==> src/rtl/cpu_ctrl_pkg.sv <==
// rtl/cpu_ctrl_pkg.sv - shared constants and types for the multicycle control unit
//
// Purpose: opcode values, FSM state encoding, alu_op codes, alu_src_b and
// pc_source select codes, and the packed bundle of datapath control lines.
// The ALU control stage imports the same alu_op codes from here.
// Ports: none (package).

package cpu_ctrl_pkg;

  // Instruction opcodes (instruction bits [31:26])
  localparam logic [5:0] OP_RTYPE = 6'b000000;
  localparam logic [5:0] OP_LW    = 6'b100011;
  localparam logic [5:0] OP_SW    = 6'b101011;
  localparam logic [5:0] OP_BEQ   = 6'b000100;
  localparam logic [5:0] OP_J     = 6'b000010;
  localparam logic [5:0] OP_ADDI  = 6'b001000;

  // ALU operation class handed to the ALU control stage
  localparam logic [1:0] ALUOP_ADD   = 2'b00;
  localparam logic [1:0] ALUOP_SUB   = 2'b01;
  localparam logic [1:0] ALUOP_RTYPE = 2'b10;

  // ALU operand B select
  localparam logic [1:0] SRCB_REGB    = 2'b00;
  localparam logic [1:0] SRCB_FOUR    = 2'b01;
  localparam logic [1:0] SRCB_IMM     = 2'b10;
  localparam logic [1:0] SRCB_IMM_SH2 = 2'b11;

  // Next-PC select
  localparam logic [1:0] PCSRC_ALU    = 2'b00;
  localparam logic [1:0] PCSRC_ALUOUT = 2'b01;
  localparam logic [1:0] PCSRC_JUMP   = 2'b10;

  typedef enum logic [3:0] {
    S_FETCH    = 4'd0,
    S_DECODE   = 4'd1,
    S_MEMADR   = 4'd2,
    S_MEMREAD  = 4'd3,
    S_MEMWB    = 4'd4,
    S_MEMWRITE = 4'd5,
    S_EXECUTE  = 4'd6,
    S_ALUWB    = 4'd7,
    S_BRANCH   = 4'd8,
    S_JUMP     = 4'd9,
    S_ADDIEX   = 4'd10,
    S_ADDIWB   = 4'd11
  } state_t;

  typedef struct packed {
    logic       pc_write;
    logic       pc_write_cond;
    logic       ir_write;
    logic       mem_read;
    logic       mem_write;
    logic       reg_write;
    logic       i_or_d;
    logic       mem_to_reg;
    logic       reg_dst;
    logic       alu_src_a;
    logic [1:0] alu_src_b;
    logic [1:0] pc_source;
    logic [1:0] alu_op;
  } ctrl_t;

  function automatic logic is_known_opcode(input logic [5:0] op);
    return (op == OP_RTYPE) || (op == OP_LW) || (op == OP_SW) ||
           (op == OP_BEQ) || (op == OP_J) || (op == OP_ADDI);
  endfunction

  // States whose exit always retires the instruction (MEMWRITE retires only
  // on the cycle memory accepts the write, so it is handled separately).
  function automatic logic retires_on_exit(input state_t s);
    return (s == S_MEMWB) || (s == S_ALUWB) || (s == S_ADDIWB) ||
           (s == S_BRANCH) || (s == S_JUMP);
  endfunction

endpackage

==> src/rtl/multicycle_control_decode.sv <==
// rtl/multicycle_control_decode.sv - combinational state-to-datapath control decode
//
// Purpose: Moore decode of the current FSM state into every datapath strobe
// and mux select. Only FETCH looks at mem_ready, so the instruction register
// and PC update exactly on the cycle the instruction word arrives.
// Ports:
//   state_i      current FSM state
//   mem_ready_i  memory completed the current access this cycle
//   ctrl_o       packed control bundle (unlisted fields are 0)

module multicycle_control_decode
  import cpu_ctrl_pkg::*;
(
  input  state_t state_i,
  input  logic   mem_ready_i,
  output ctrl_t  ctrl_o
);

  always_comb begin
    ctrl_o = '0;
    case (state_i)
      S_FETCH: begin
        ctrl_o.mem_read  = 1'b1;
        ctrl_o.alu_src_b = SRCB_FOUR;
        ctrl_o.ir_write  = mem_ready_i;
        ctrl_o.pc_write  = mem_ready_i;
      end
      S_DECODE: begin
        // Precompute the branch target while the opcode is decoded
        ctrl_o.alu_src_b = SRCB_IMM_SH2;
      end
      S_MEMADR, S_ADDIEX: begin
        ctrl_o.alu_src_a = 1'b1;
        ctrl_o.alu_src_b = SRCB_IMM;
      end
      S_MEMREAD: begin
        ctrl_o.mem_read = 1'b1;
        ctrl_o.i_or_d   = 1'b1;
      end
      S_MEMWB: begin
        ctrl_o.reg_write  = 1'b1;
        ctrl_o.mem_to_reg = 1'b1;
      end
      S_MEMWRITE: begin
        ctrl_o.mem_write = 1'b1;
        ctrl_o.i_or_d    = 1'b1;
      end
      S_EXECUTE: begin
        ctrl_o.alu_src_a = 1'b1;
        ctrl_o.alu_op    = ALUOP_RTYPE;
      end
      S_ALUWB: begin
        ctrl_o.reg_write = 1'b1;
        ctrl_o.reg_dst   = 1'b1;
      end
      S_BRANCH: begin
        ctrl_o.alu_src_a     = 1'b1;
        ctrl_o.alu_op        = ALUOP_SUB;
        ctrl_o.pc_source     = PCSRC_ALUOUT;
        ctrl_o.pc_write_cond = 1'b1;
      end
      S_JUMP: begin
        ctrl_o.pc_write  = 1'b1;
        ctrl_o.pc_source = PCSRC_JUMP;
      end
      S_ADDIWB: begin
        ctrl_o.reg_write = 1'b1;
      end
      default: ctrl_o = '0;
    endcase
  end

endmodule

==> src/rtl/multicycle_control.sv <==
// rtl/multicycle_control.sv - multicycle datapath main control FSM
//
// Purpose: sequences each instruction through fetch, decode, execute, memory
// and writeback, holding in memory states until mem_ready, and drives all
// datapath controls. Holds the state register, next-state logic, the opcode
// latched in DECODE, and the illegal_op / instr_done pulse registers.
// Ports:
//   clk_i, rst_i            clock, asynchronous active-high reset
//   opcode_i[5:0]           instruction bits [31:26], sampled in DECODE
//   mem_ready_i             memory handshake for fetch / load / store
//   pc_write_o .. reg_write_o   datapath strobes
//   i_or_d_o .. alu_src_a_o     datapath mux selects
//   alu_src_b_o, pc_source_o    2-bit mux selects
//   alu_op_o                ALU operation class for the ALU control stage
//   illegal_op_o            one-cycle pulse after an unknown opcode decodes
//   instr_done_o            one-cycle pulse after an instruction retires
//   state_o[3:0]            current state, for debug

module multicycle_control
  import cpu_ctrl_pkg::*;
(
  input  logic       clk_i,
  input  logic       rst_i,
  input  logic [5:0] opcode_i,
  input  logic       mem_ready_i,
  output logic       pc_write_o,
  output logic       pc_write_cond_o,
  output logic       ir_write_o,
  output logic       mem_read_o,
  output logic       mem_write_o,
  output logic       reg_write_o,
  output logic       i_or_d_o,
  output logic       mem_to_reg_o,
  output logic       reg_dst_o,
  output logic       alu_src_a_o,
  output logic [1:0] alu_src_b_o,
  output logic [1:0] pc_source_o,
  output logic [1:0] alu_op_o,
  output logic       illegal_op_o,
  output logic       instr_done_o,
  output logic [3:0] state_o
);

  state_t     state_q, state_d;
  logic [5:0] opcode_q;
  logic       illegal_q, illegal_d;
  logic       done_q, done_d;
  ctrl_t      dec_ctrl;
  ctrl_t      ctrl;

  always_comb begin
    state_d = S_FETCH;
    case (state_q)
      S_FETCH:    state_d = mem_ready_i ? S_DECODE : S_FETCH;
      S_DECODE: begin
        case (opcode_i)
          OP_RTYPE:     state_d = S_EXECUTE;
          OP_LW, OP_SW: state_d = S_MEMADR;
          OP_BEQ:       state_d = S_BRANCH;
          OP_J:         state_d = S_JUMP;
          OP_ADDI:      state_d = S_ADDIEX;
          default:      state_d = S_FETCH;
        endcase
      end
      // Only LW and SW reach MEMADR, so the latched opcode picks between them
      S_MEMADR:   state_d = (opcode_q == OP_LW) ? S_MEMREAD : S_MEMWRITE;
      S_MEMREAD:  state_d = mem_ready_i ? S_MEMWB : S_MEMREAD;
      S_MEMWRITE: state_d = mem_ready_i ? S_FETCH : S_MEMWRITE;
      S_EXECUTE:  state_d = S_ALUWB;
      S_ADDIEX:   state_d = S_ADDIWB;
      default:    state_d = S_FETCH;
    endcase
  end

  assign illegal_d = (state_q == S_DECODE) && !is_known_opcode(opcode_i);
  assign done_d    = retires_on_exit(state_q) ||
                     ((state_q == S_MEMWRITE) && mem_ready_i);

  always_ff @(posedge clk_i or posedge rst_i) begin
    if (rst_i) begin
      state_q   <= S_FETCH;
      opcode_q  <= '0;
      illegal_q <= 1'b0;
      done_q    <= 1'b0;
    end else begin
      state_q   <= state_d;
      if (state_q == S_DECODE) begin
        opcode_q <= opcode_i;
      end
      illegal_q <= illegal_d;
      done_q    <= done_d;
    end
  end

  multicycle_control_decode u_decode (
    .state_i     (state_q),
    .mem_ready_i (mem_ready_i),
    .ctrl_o      (dec_ctrl)
  );

  // The state register resets to FETCH, whose decode asserts mem_read; the
  // outputs are masked so nothing reaches the datapath while reset is held.
  assign ctrl = rst_i ? '0 : dec_ctrl;

  assign pc_write_o      = ctrl.pc_write;
  assign pc_write_cond_o = ctrl.pc_write_cond;
  assign ir_write_o      = ctrl.ir_write;
  assign mem_read_o      = ctrl.mem_read;
  assign mem_write_o     = ctrl.mem_write;
  assign reg_write_o     = ctrl.reg_write;
  assign i_or_d_o        = ctrl.i_or_d;
  assign mem_to_reg_o    = ctrl.mem_to_reg;
  assign reg_dst_o       = ctrl.reg_dst;
  assign alu_src_a_o     = ctrl.alu_src_a;
  assign alu_src_b_o     = ctrl.alu_src_b;
  assign pc_source_o     = ctrl.pc_source;
  assign alu_op_o        = ctrl.alu_op;
  assign illegal_op_o    = illegal_q;
  assign instr_done_o    = done_q;
  assign state_o         = state_q;

endmodule

==> config.mk <==
export PLATFORM = sky130hd
export DESIGN_NAME = multicycle_control
export DESIGN_NICKNAME = d
export VERILOG_FILES = /design/src/rtl/cpu_ctrl_pkg.sv /design/src/rtl/multicycle_control_decode.sv /design/src/rtl/multicycle_control.sv
export SDC_FILE = /design/constraint.sdc
export NUM_CORES = 1
export LEC_CHECK = 0
export ABC_AREA = 1
export ABC_CLOCK_PERIOD_IN_PS = 1500
export BUFFER_PORTS_ARGS = -buffer_cell sky130_fd_sc_hd__buf_4
export CAP_MARGIN = 30
export CORE_MARGIN = 4
export CORE_UTILIZATION = 45
export CTS_BUF_LIST = sky130_fd_sc_hd__clkbuf_8 sky130_fd_sc_hd__clkbuf_16
export DETAILED_ROUTE_END_ITERATION = 10
export PLACE_DENSITY = 0.83
export SETUP_SLACK_MARGIN = 0.02
export SLEW_MARGIN = 20
export SYNTH_ARGS = -nofsm -noshare
export SYNTH_HDL_FRONTEND = slang
export SYNTH_SLANG_ARGS = --single-unit
==> constraint.sdc <==
create_clock -name clk_i -period 1.5 [get_ports clk_i]
set_input_delay 0 -clock clk_i [delete_from_list [all_inputs] [get_ports clk_i]]
set_output_delay 0 -clock clk_i [all_outputs]
set_load 0.005 [all_outputs]
[After elaboration in Yosys (flattened, before gate mapping)]
Index checks and enable logic that the tools add are counted.
W data, S select, Z words.
Word-level totals
  input bits: 9
  output and inout port bits: 22
  bits in registers: 12
  word-level logic and storage cells: 62
Operators by class
  muxes and demuxes: 20
  equal/unequal tests: 17
  reductions and logical operators: 21
Operator list (count)
  $pmux W4 S7: 1
  $pmux W4 S5: 1
  $eq A6 B6 Y1 const B: 3
  $eq A4 B3 Y1 const B: 4
  $eq A4 B4 Y1 const B: 4
  $mux W16: 1
  $logic_or A1 B1 Y1: 10
  $mux W1: 10
  $mux W3: 3
  $eq A4 B2 Y1 const B: 2
  $pmux W2 S2: 2
  $reduce_or A2 Y1: 4
  $eq A6 B2 Y1 const B: 1
  $eq A6 B3 Y1 const B: 1
  $eq A6 B4 Y1 const B: 1
  $logic_not A6 Y1: 1
  $pmux W2 S3: 1
  $eq A4 B1 Y1 const B: 1
  $logic_not A4 Y1: 1
  $reduce_or A4 Y1: 1
  $reduce_or A3 Y1: 1
  $logic_and A1 B1 Y1: 2
  $pmux W1 S2: 1
  $logic_not A1 Y1: 1

[Logic depth before layout (Yosys ltp)]
Gate-level depths: netlist of run 1.
  depth after elaboration: 8
  depth in mapped cells: 7
  mapped depth without buffers: 7

[Hierarchy]
From an unflattened synthesis of run 1, not the netlist that was laid out.
Unflattened totals
  cells, all modules: 178
  area total of the unflattened synthesis: 1024.7 um^2
Modules (own cells, without submodules)
  multicycle_control: area each 849.6 um^2, cells an instance 137, instances 1
  multicycle_control_decode: area each 175.2 um^2, cells an instance 41, instances 1

[Least setup slack after synthesis of run 1]
Ideal clock, no wire load.
  path type: register to register
  start point: register state_q[3], in the netlist state_o[3]
  end point: register state_q[0], in the netlist state_o[0]
  path buffers: 1
  cell stages (with the launch flop): 7
  path slack: 0.415 ns
  setup time: 0.065 ns
  arrival time: 1.020 ns
  cells stage by stage: dfrtp_1 > nor2_4 > nand2_2 > buf_6 > nor2_1 > nor2_1 > nand2_1
On the way
  longest elaborated chain between the ends: 2
RTL lines
  from (decl): line multicycle_control.sv:44  | state_t state_q, state_d;
  from (signal assigned): line multicycle_control.sv:86  | state_q <= state_d;
  $eq A4 B4 Y1 (tied with other cells): line multicycle_control.sv:53  | case (state_q)
  $pmux W4 S7 *: line multicycle_control.sv:53
  named net state_d[0]: line multicycle_control.sv:44
Mark *: on every way through the listed nets, which the timed path passes. The rest lies on a longest branch.
A chain may end at the register's enable or synchronous reset.

[Worst setup path in the final report of run 1]
  start point: register state_q[2], in the netlist state_o[2]
  end point: output alu_src_b_o[1]
On the way
  longest elaborated chain between the ends: 4
RTL lines
  $eq A4 B2 Y1 or $eq A4 B4 Y1 (tied branches): line multicycle_control_decode.sv:21  | case (state_i)
  $reduce_or A2 Y1
  $pmux W2 S3 *: line multicycle_control_decode.sv:21
  $mux W16 *: line multicycle_control.sv:103  | assign ctrl = rst_i ? '0 : dec_ctrl;
  to (decl): line multicycle_control.sv:36  | output logic [1:0] alu_src_b_o,
Mark *: on every way between the ends. The rest lies on a longest branch, timed or not.

==> results of run 1 <==
## cell type report
cell class | instances | area share
multi-input combinational | 102 | 0.396
sequential | 12 | 0.257
timing repair buffer | 34 | 0.217
inverter | 18 | 0.0570
clock buffer | 4 | 0.0464
tap | 25 | 0.0264
## critical path, cell delays in order, from the launching register on
cell and delay, ns:
dfrtp_2 0.45, nor2_4 0.17, buf_4 0.16, nand2_4 0.09
a21oi_2 0.17, buf_4 0.12
## power groups by stage
stage          combinational, mW  clock (mW)  sequential, mW
6_report                   0.298       0.357           0.440
5_1_grt                    0.333       0.377           0.447
4_1_cts                    0.281       0.361           0.436
3_5_place_dp               0.276           0           0.439
3_3_place_gp               0.268           0           0.436
2_1_floorplan              0.179           0           0.429
## repair_timing
item / 4_1_cts / 5_1_grt
resized for setup: 1 / 10
endpoints found under the hold margin: 12 / 0
buffers inserted: 0 / 2
pin swaps: 0 / 2
setup endpoints to repair: 1 / 5
hold buffers: 1 / 0
## logic make-up after synthesis
logic type | after synthesis | share of synthesized area
flip-flops | 12 | 0.357
AO/OA/AOI/OAI | 11 | 0.0670
AND/OR/NAND/NOR | 91 | 0.469
buffers and inverters | 21 | 0.107
## synth_stat cells (all sizes together)
library cell / number
clkbuf: 1
a31oi: 1
nor2: 34
nand2: 42
dfrtp: 12
nand3: 11
buf: 2
or2: 1
nand3b: 2
o21ai: 5
inv: 18
a21oi: 5
nor3: 1
## final timing paths
check | slack, ns | start | end | depth (start not counted)
max | 0.1 | state_o[2]$_DFF_PP0_ | alu_src_b_o[1] | 5
min | 0.005 | opcode_i[3] | opcode_q[3]$_DFFE_PP0P_ | 3
max reg2reg | 0.21 | state_o[2]$_DFF_PP0_ | illegal_op_o$_DFF_PP0_ | 6
min reg2reg | 0.50 | opcode_q[4]$_DFFE_PP0P_ | opcode_q[4]$_DFFE_PP0P_ | 2
max in group asynchronous | 0.88 | rst_i | state_o[0]$_DFF_PP0_ | 4
min in group asynchronous | 0.44 | rst_i | state_o[3]$_DFF_PP0_ | 4
## metal layers
| layer | GRT usage | share of wire | up-vias |
|---|---|---|---|
| li1 | - | - | 484 |
| met1 | 0.238 | 0.42 | 445 |
| met2 | 0.303 | 0.49 | 44 |
| met3 | 0.0379 | 0.081 | 2 |
| met4 | 0.0611 | 0.0073 | 0 |
| met5 | 0 | 0 | - |
## sequential cells by signal, indices dropped and copies added, names as in the netlist
name,cells
illegal_op_o,1
opcode_q,6
state_o,4
instr_done_o,1
## per-stage QoR
stage,std cells,worst slack [ns],utilization,hold WS [ns]
2_1_floorplan,135,0.415,-,-0.127
5_1_grt,195,-0.00420,0.680,0.0188
3_5_place_dp,188,0.239,0.620,0.133
3_3_place_gp,188,0.285,0.620,0.144
6_report,195,0.0957,0.680,0.00525
4_1_cts,193,0.0325,0.659,0.00371
==> flow_metrics.env, run 1 <==
export IMPL_grt_total_usage=0.183
export IMPL_max_freq_mhz=712
export IMPL_cts_path_max_buffers=2
export IMPL_grt_pass1_vias=909
export IMPL_finalClockSkew_ns=0.00541
export IMPL_hold_viol=0
export IMPL_postRouteAntennaNets=0
export IMPL_seq_power_share=0.402
export IMPL_p_sw_uw=342
export IMPL_multi_input_area_um2=469
export IMPL_crit_arrival_ns=1.40
export IMPL_path_class="register to output port"
export IMPL_synth_nets=144
export IMPL_layout_drive_gt1_share=0.306
export IMPL_drt_iter0_drc=43
export IMPL_cts_root_buf="clkbuf_8"
export IMPL_stdcell_area_um2=1190
export IMPL_cts_buffers=3
export IMPL_nNetsFinal=180
export IMPL_vias=975
export IMPL_yosysTopAreaCellShare=0.357
export IMPL_start_util=0.482
export IMPL_p_sw_frac=0.313
export IMPL_end_kind="output port"
export IMPL_finalSetupTns_ns=0
export IMPL_synthTopCellsByArea="dfrtp_1 (36%), nand2_1 (18%), nor2_1 (13%), inv_1 (8.0%), nand3_1 (6.5%)"
export IMPL_dieArea_um2=2620
export IMPL_netlist_instances=135
export IMPL_combPwrFrac=0.273
export IMPL_portBuffers=30
export IMPL_grt_pass1_wl_um=3660
export IMPL_dp_hpwl_um=1800
export IMPL_insertion_delay_ns=0.24
export IMPL_grt_max_degree=15
export IMPL_status="complete, no violations"
export IMPL_slew_viol_final=0
export IMPL_p_leak_nw=0.662
export IMPL_maxCapViolations=0
export IMPL_chipWidth_um=51.2
export IMPL_power_mw=1.09
export IMPL_cts_sinks=12
export IMPL_placed_area_um2=1080
export IMPL_rows=15
export IMPL_final_cell_mix="nand2_1 (41), buf_4 (33), nor2_1 (28), inv_1 (16), nand3_1 (11)"
export IMPL_ys_ff_latch=12
export IMPL_drc=0
export IMPL_path_max_fanout=12
export IMPL_slew_headroom=0.846
export IMPL_ctsHtreeMaxLevel=1
export IMPL_ff_latch_area_um2=305
export IMPL_hold_class="input pin to register"
export IMPL_cp_start_kind="register"
export IMPL_ys_types=17
export IMPL_synth_area_leader_cell="dfrtp_1"
export IMPL_finalCriticalPeriod_ns=1.40
export IMPL_gp_congestion=0.878
export IMPL_worstPathRequired_ns=1.50
export IMPL_fin_crit_sh=0.936
export IMPL_die_y_um=51.2
export IMPL_io_pins=31
export IMPL_num_antenna_cells=0
export IMPL_vdd_drop_max_uv=741
export IMPL_grt_overflow=0
export IMPL_path_clk_slew_ns=0.06
export IMPL_p_int_uw=753
export IMPL_syn_avg_cell_area_um2=6.23
export IMPL_power_share_clock=0.326
export IMPL_wl_per_cell_um=11.9
export IMPL_final_fill_count=149
export IMPL_first_pass_iters=4
export IMPL_wl_um=2330
export IMPL_final_common_cell="nand2_1"
export IMPL_setup_viol=0
export IMPL_worst_pin_slew_ns=0.230
export IMPL_antenna_found_initial=0
export IMPL_syn_area_um2=841
export IMPL_yosysWarningCount=0
export IMPL_cts_tree="yes"
export IMPL_core_area_um2=1750
export IMPL_seq_area_frac_synth=0.357
export IMPL_routed_via_density=5.00
export IMPL_p_per_area_nw_per_um2=923
export IMPL_area_delta_synth_final_pct=41.1
Note: power is estimated with default switching activity, not from simulation.
==> run 2, diff against run 1 <==
- PLACE_DENSITY: 0.83 -> 0.8
- SYNTH_HIERARCHICAL: not set -> 1
==> flow_metrics.env, run 2 <==
export IMPL_status="complete, no violations"
export IMPL_hold_class="input pin to register"
export IMPL_hold_viol=0
export IMPL_crit_arrival_ns=1.35
export IMPL_dp_hpwl_um=1770
export IMPL_max_freq_mhz=740
export IMPL_netlist_instances=178
export IMPL_setup_slack_ns=0.148
export IMPL_nNetsFinal=221
export IMPL_grt_overflow=0
export IMPL_dieArea_um2=3100
export IMPL_ys_ff_latch=12
export IMPL_ctsHtreeMaxLevel=1
export IMPL_cts_root_buf="clkbuf_8"
export IMPL_finalCriticalPeriod_ns=1.35
export IMPL_synthTopCellsByCount="inv_1 (44), nand2_1 (42), nor2_1 (42)"
export IMPL_finalClockSkew_ns=0.000876
export IMPL_gr_usage_met3=0.0209
export IMPL_largest_reg_flops=6
export IMPL_path_max_fanout=7
export IMPL_wl_per_cell_um=9.16
export IMPL_final_cell_mix="inv_1 (44), nor2_1 (41), nand2_1 (40), buf_4 (32), nand3_1 (15)"
export IMPL_yosysWarningCount=6
export IMPL_busiest_layer="met2"
export IMPL_slew_viol_final=0
export IMPL_finalSetupTns_ns=0
export IMPL_chipWidth_um=55.7
export IMPL_fin_crit_sh=0.901
export IMPL_first_pass_iters=4
export IMPL_wl_um=2190
export IMPL_p_per_area_nw_per_um2=819
export IMPL_detailedPlace_worstSlack_ns=0.218
export IMPL_synth_area_leader_cell="dfrtp_1"
export IMPL_start_util=0.468
export IMPL_vdd_drop_max_uv=591
export IMPL_p_leak_nw=0.851
export IMPL_maxCapViolations=0
export IMPL_yosysMostFrequentCell="inv_1"
export IMPL_grt_total_usage=0.150
export IMPL_power_mw=1.11
export IMPL_synth_top_flop_cell="dfrtp_1"
export IMPL_yosysTopAreaCellShare=0.293
export IMPL_grt_use_met2=0.264
export IMPL_worst_pin_slew_ns=0.435
export IMPL_cts_sinks=12
export IMPL_syn_area_um2=1020
export IMPL_die_y_um=55.7
export IMPL_regMostFlops="opcode_q"
export IMPL_fin_util=0.617
export IMPL_routed_via_density=4.41
export IMPL_use_met1=0.181
export IMPL_path_clk_slew_ns=0.05
export IMPL_drc=0
export IMPL_ys_types=18
export IMPL_reg2reg_slack_ns=0.17
export IMPL_syn_avg_cell_area_um2=5.76
export IMPL_seq_area_frac_synth=0.293
export IMPL_core_area_um2=2190
export IMPL_area_delta_synth_final_pct=32.0
export IMPL_insertion_delay_ns=0.24
export IMPL_grt_pass1_vias=931
export IMPL_io_pins=31
export IMPL_slew_headroom=0.710
export IMPL_rows=17
export IMPL_drt_iter0_drc=11
export IMPL_synthTopCellsByArea="dfrtp_1 (29%), inv_1 (16%), nand2_1 (15%), nor2_1 (15%), nand3_1 (7.3%)"
export IMPL_rr_worst_depth=6
export IMPL_cp_start_kind="register"
export IMPL_worstPathRequired_ns=1.50
export IMPL_synth_nets=187
export IMPL_setup_viol=0
export IMPL_num_antenna_cells=0
export IMPL_layout_drive_gt1_share=0.265
export IMPL_vias=1055
export IMPL_cts_buffers=3
export IMPL_ys_async_sr_fraction=1.00
export IMPL_synth_edf_count=0
export IMPL_rsz0062_at_grt="yes"
export IMPL_gp_congestion=0.762
export IMPL_cts_tree="yes"
export IMPL_end_kind="output port"
export IMPL_antenna_found_initial=0
export IMPL_min_path_cells=3
export IMPL_cts_path_max_buffers=2
export IMPL_postRouteAntennaNets=0
export IMPL_portBuffers=30
export IMPL_final_common_cell="inv_1"
export IMPL_path_class="register to output port"
export IMPL_grt_pass1_wl_um=3800
export IMPL_grt_max_degree=18
[run 2: cell types whose count changed in the layout (fill, tap and decap cells not counted), moves of 2 or more]
cell | before | now
nand2_2 | 0 | 3
inv_1 | 16 | 44
a21oi_1 | 4 | 2
nand3_1 | 11 | 15
nor2_4 | 4 | 2
nor2_1 | 28 | 41
o21ai_0 | 5 | 1
o21ai_2 | 0 | 7
[run 2: layer usage]
layer  vias to the layer above  share of wire
li1                        580              -
met1                       441           0.46
met2                        30           0.48
met5                         -              0
met4                         0          0.016
met3                         4          0.053
[run 2: path summary, 6_finish.rpt]
kind / startpoint / end
hold reg to reg: opcode_q[1]$_DFFE_PP0P_ / opcode_q[1]$_DFFE_PP0P_
min in group asynchronous: rst_i / opcode_q[3]$_DFFE_PP0P_
setup reg to reg: state_o[3]$_DFF_PP0_ / illegal_op_o$_DFF_PP0_
setup / recovery: state_o[1]$_DFF_PP0_ / alu_src_b_o[1]
max in group asynchronous: rst_i / state_o[2]$_DFF_PP0_
hold / removal: opcode_i[2] / opcode_q[2]$_DFFE_PP0P_
[run 2: cell families (layout without fill, tap and decap cells)]
family	count (synthesis)	in the layout	share of synthesized area
compound gates	10	10	0.0745
simple gates	105	105	0.427
flops	12	12	0.293
buf+inv	50	83	0.197
xor+xnor	1	1	0.00855
[run 2: layout make-up]
type	count	area, um^2
multi-input combinational	116	536
fill	217	838
clock buffer	4	55.1
tap	28	35.0
sequential	12	304
timing repair buffer	33	250
inverter	46	173
[run 2: repair_timing]
action                                  in CTS  in global routing
endpoints found under the setup margin       0                 14
hold buffers                                 1                  0
gates resized for setup                      0                  7
hold endpoints to repair                    12                  0
buffers inserted                             0                  1
[run 2: worst max-delay path, stage by stage (launching register included)]
cell     delay [ns]
dfrtp_1        0.37
buf_4          0.16
inv_1          0.10
nand2_2        0.09
o21ai_2        0.13
inv_1          0.04
nor2_1         0.10
buf_4          0.12
[run 2: power breakdown]
part / leakage (nW) / switching, mW / internal, mW
registers: 0.150 / 0.0483 / 0.387
logic: 0.672 / 0.178 / 0.136
clock network: 0.0288 / 0.125 / 0.232
total: 0.851 / 0.352 / 0.755
[run 2: stage by stage]
stage                     hold WS [ns]  cell area (um^2)  cells
after floorplan                  0.110              1020    178
final                          0.00826              1350    239
after global placement           0.118              1260    233
after CTS                       0.0142              1330    238
after global routing            0.0495              1350    239
after detailed placement         0.121              1260    233
==> run 3, diff against run 2 <==
- ABC_AREA: 1 -> not set
- PLACE_DENSITY: 0.8 -> 0.81
==> flow_metrics.env, run 3 <==
export IMPL_status="finished with violations"
export IMPL_violations="negative hold slack, negative setup slack"
export IMPL_portBuffers=30
export IMPL_slew_headroom=0.684
export IMPL_largest_reg_flops=6
export IMPL_chipWidth_um=55.0
export IMPL_antenna_found_initial=0
export IMPL_whs_ns=-0.000757
export IMPL_multi_input_area_um2=678
export IMPL_reg2reg_slack_ns=0.02
export IMPL_regMostFlops="opcode_q"
export IMPL_routed_via_density=5.09
export IMPL_synth_nets=121
export IMPL_p_per_area_nw_per_um2=792
export IMPL_power_share_clock=0.302
export IMPL_p_sw_frac=0.283
export IMPL_wl_um=2770
export IMPL_io_pins=31
export IMPL_final_fill_count=135
export IMPL_synthMuxAreaShare=0.0867
export IMPL_final_common_cell="buf_4"
export IMPL_core_area_um2=2020
export IMPL_layout_drive_gt1_share=0.515
export IMPL_cp_start_kind="register"
export IMPL_first_pass_iters=4
export IMPL_synth_compound_area_share=0.107
export IMPL_nNetsFinal=173
export IMPL_ff_latch_area_um2=303
export IMPL_seq_power_share=0.352
export IMPL_cts_path_max_buffers=2
export IMPL_synthTopCellsByArea="dfrtp_1 (30%), nor2b_1 (11%), mux2_4 (7.5%), nor3_1 (4.5%), nor2_1 (3.4%)"
export IMPL_path_clk_slew_ns=0.05
export IMPL_cts_root_buf="clkbuf_8"
export IMPL_path_max_fanout=6
export IMPL_cts_tree="yes"
export IMPL_synth_top_family_by_area="simple AND/OR/NAND/NOR gates"
export IMPL_yosysWarningCount=6
export IMPL_grt_total_usage=0.201
export IMPL_drt_iter0_drc=6
export IMPL_synth_fa_ha_area_frac=0
export IMPL_cts_sinks=12
export IMPL_grt_pass1_wl_um=4300
export IMPL_dieArea_um2=3030
export IMPL_grt_pass1_vias=954
export IMPL_synth_area_leader_cell="dfrtp_1"
export IMPL_p_int_uw=867
export IMPL_grt_overflow=0
export IMPL_postRouteAntennaNets=0
export IMPL_finalClockSkew_ns=0.00217
export IMPL_ctsHtreeMaxLevel=1
export IMPL_power_mw=1.21
export IMPL_ys_types=39
export IMPL_setup_viol=5
export IMPL_detailedPlace_worstSlack_ns=0.0841
export IMPL_hold_class="input pin to register"
export IMPL_yosysMostFrequentCell="nor2b_1"
export IMPL_combPwrFrac=0.346
export IMPL_p_sw_uw=342
export IMPL_setup_slack_ns=-0.0567
export IMPL_path_class="register to output port"
export IMPL_end_kind="output port"
export IMPL_fin_crit_sh=1.04
export IMPL_maxCapViolations=0
export IMPL_vias=968
export IMPL_synth_top_flop_cell="dfrtp_1"
export IMPL_drc=0
export IMPL_seq_area_frac_synth=0.302
export IMPL_dp_hpwl_um=1730
export IMPL_synthTopCellsByCount="nor2b_1 (17), dfrtp_1 (12), nor2_1 (9), nor3_1 (9), mux2_4 (5)"
export IMPL_ys_ff_latch=12
export IMPL_ys_async_sr_fraction=1.00
export IMPL_hold_viol=1
export IMPL_netlist_instances=112
export IMPL_num_antenna_cells=0
export IMPL_synthSimpleGateAreaFrac=0.394
export IMPL_gp_congestion=0.830
export IMPL_worstPathRequired_ns=1.50
export IMPL_finalCriticalPeriod_ns=1.56
export IMPL_syn_avg_cell_area_um2=8.89
export IMPL_crit_arrival_ns=1.56
export IMPL_yosysTopAreaCellShare=0.302
export IMPL_wl_per_cell_um=14.6
export IMPL_insertion_delay_ns=0.25
export IMPL_rsz0062_at_grt="yes"
export IMPL_synth_xor_area_frac=0.0352
export IMPL_die_y_um=55.0
export IMPL_final_cells=190
export IMPL_finalSetupTns_ns=-0.223
export IMPL_synth_edf_count=0
export IMPL_cts_buffers=3
export IMPL_slew_viol_final=0
export IMPL_start_util=0.493
export IMPL_final_cell_mix="buf_4 (48), nor2b_1 (15), dfrtp_1 (10), nor2_1 (9), buf_6 (7)"
export IMPL_syn_area_um2=996
export IMPL_grt_max_degree=18
export IMPL_rows=16
export IMPL_place_inst=170
export IMPL_area_delta_synth_final_pct=53.3
export IMPL_vdd_drop_max_uv=796
export IMPL_p_leak_nw=0.708
export IMPL_max_freq_mhz=642
export IMPL_worst_pin_slew_ns=0.473
-- run 3: worst max-delay path, stage by stage, from the launching register on --
cell and delay, ns:
dfrtp_2 0.42, buf_6 0.14, or2b_4 0.28, nor3_4 0.19, nor2b_2 0.16, buf_4 0.11
-- run 3: layout make-up --
type                    instances  area share
multi-input cells              89       0.444
well taps                      27      0.0221
inverters                       2     0.00492
clock buffers                   4      0.0361
repair buffers                 56       0.294
flip-flops and latches         12       0.198
-- run 3: worst paths after layout --
path / to / cells past startpoint / start
worst min register to register: opcode_q[1]$_DFFE_PP0P_ / 1 / opcode_q[1]$_DFFE_PP0P_
worst max register to register: opcode_q[0]$_DFFE_PP0P_ / 4 / state_o[3]$_DFF_PP0_
worst min-delay path: opcode_q[4]$_DFFE_PP0P_ / 2 / opcode_i[4]
max in group asynchronous: state_o[3]$_DFF_PP0_ / 3 / rst_i
min in group asynchronous: opcode_q[0]$_DFFE_PP0P_ / 3 / rst_i
worst max-delay path: pc_write_cond_o / 5 / state_o[2]$_DFF_PP0_
-- run 3: logic make-up (layout without fill, tap and decap cells) --
| group | after synthesis | count (layout) |
|---|---|---|
| flops | 12 | 12 |
| simple gates | 64 | 64 |
| compound gates | 15 | 15 |
| xor+xnor | 4 | 4 |
| mux | 6 | 6 |
| buf+inv | 11 | 62 |
-- run 3: power groups by stage --
| stage | clock network, mW | registers [mW] | logic (mW) |
|---|---|---|---|
| after floorplan | 0 | 0.422 | 0.227 |
| after global placement | 0 | 0.423 | 0.329 |
| after detailed placement | 0 | 0.429 | 0.339 |
| after CTS | 0.356 | 0.423 | 0.369 |
| after global routing | 0.392 | 0.435 | 0.452 |
| final | 0.366 | 0.425 | 0.419 |
-- run 3: stage by stage --
step / cell area [um^2] / utilization
after global routing: 1530 / 0.755
after floorplan: 996 / -
after CTS: 1450 / 0.717
after detailed placement: 1260 / 0.624
after global placement: 1260 / 0.624
final: 1530 / 0.755
-- run 3: metal layers --
metal  share of wire  global-route usage  vias up
li1                -                   -      500
met1            0.41               0.247      433
met2            0.50               0.333       30
met3           0.063              0.0402        5
met4           0.026               0.101        0
met5               0                   0        -
-- run 3: what timing repair did --
action                                 CTS  global route
resized for setup                        9            14
endpoints found under the hold margin   12             0
hold buffers                             1             0
setup endpoints to repair               12            22
setup buffers                           12             3
pin swaps                                4             6
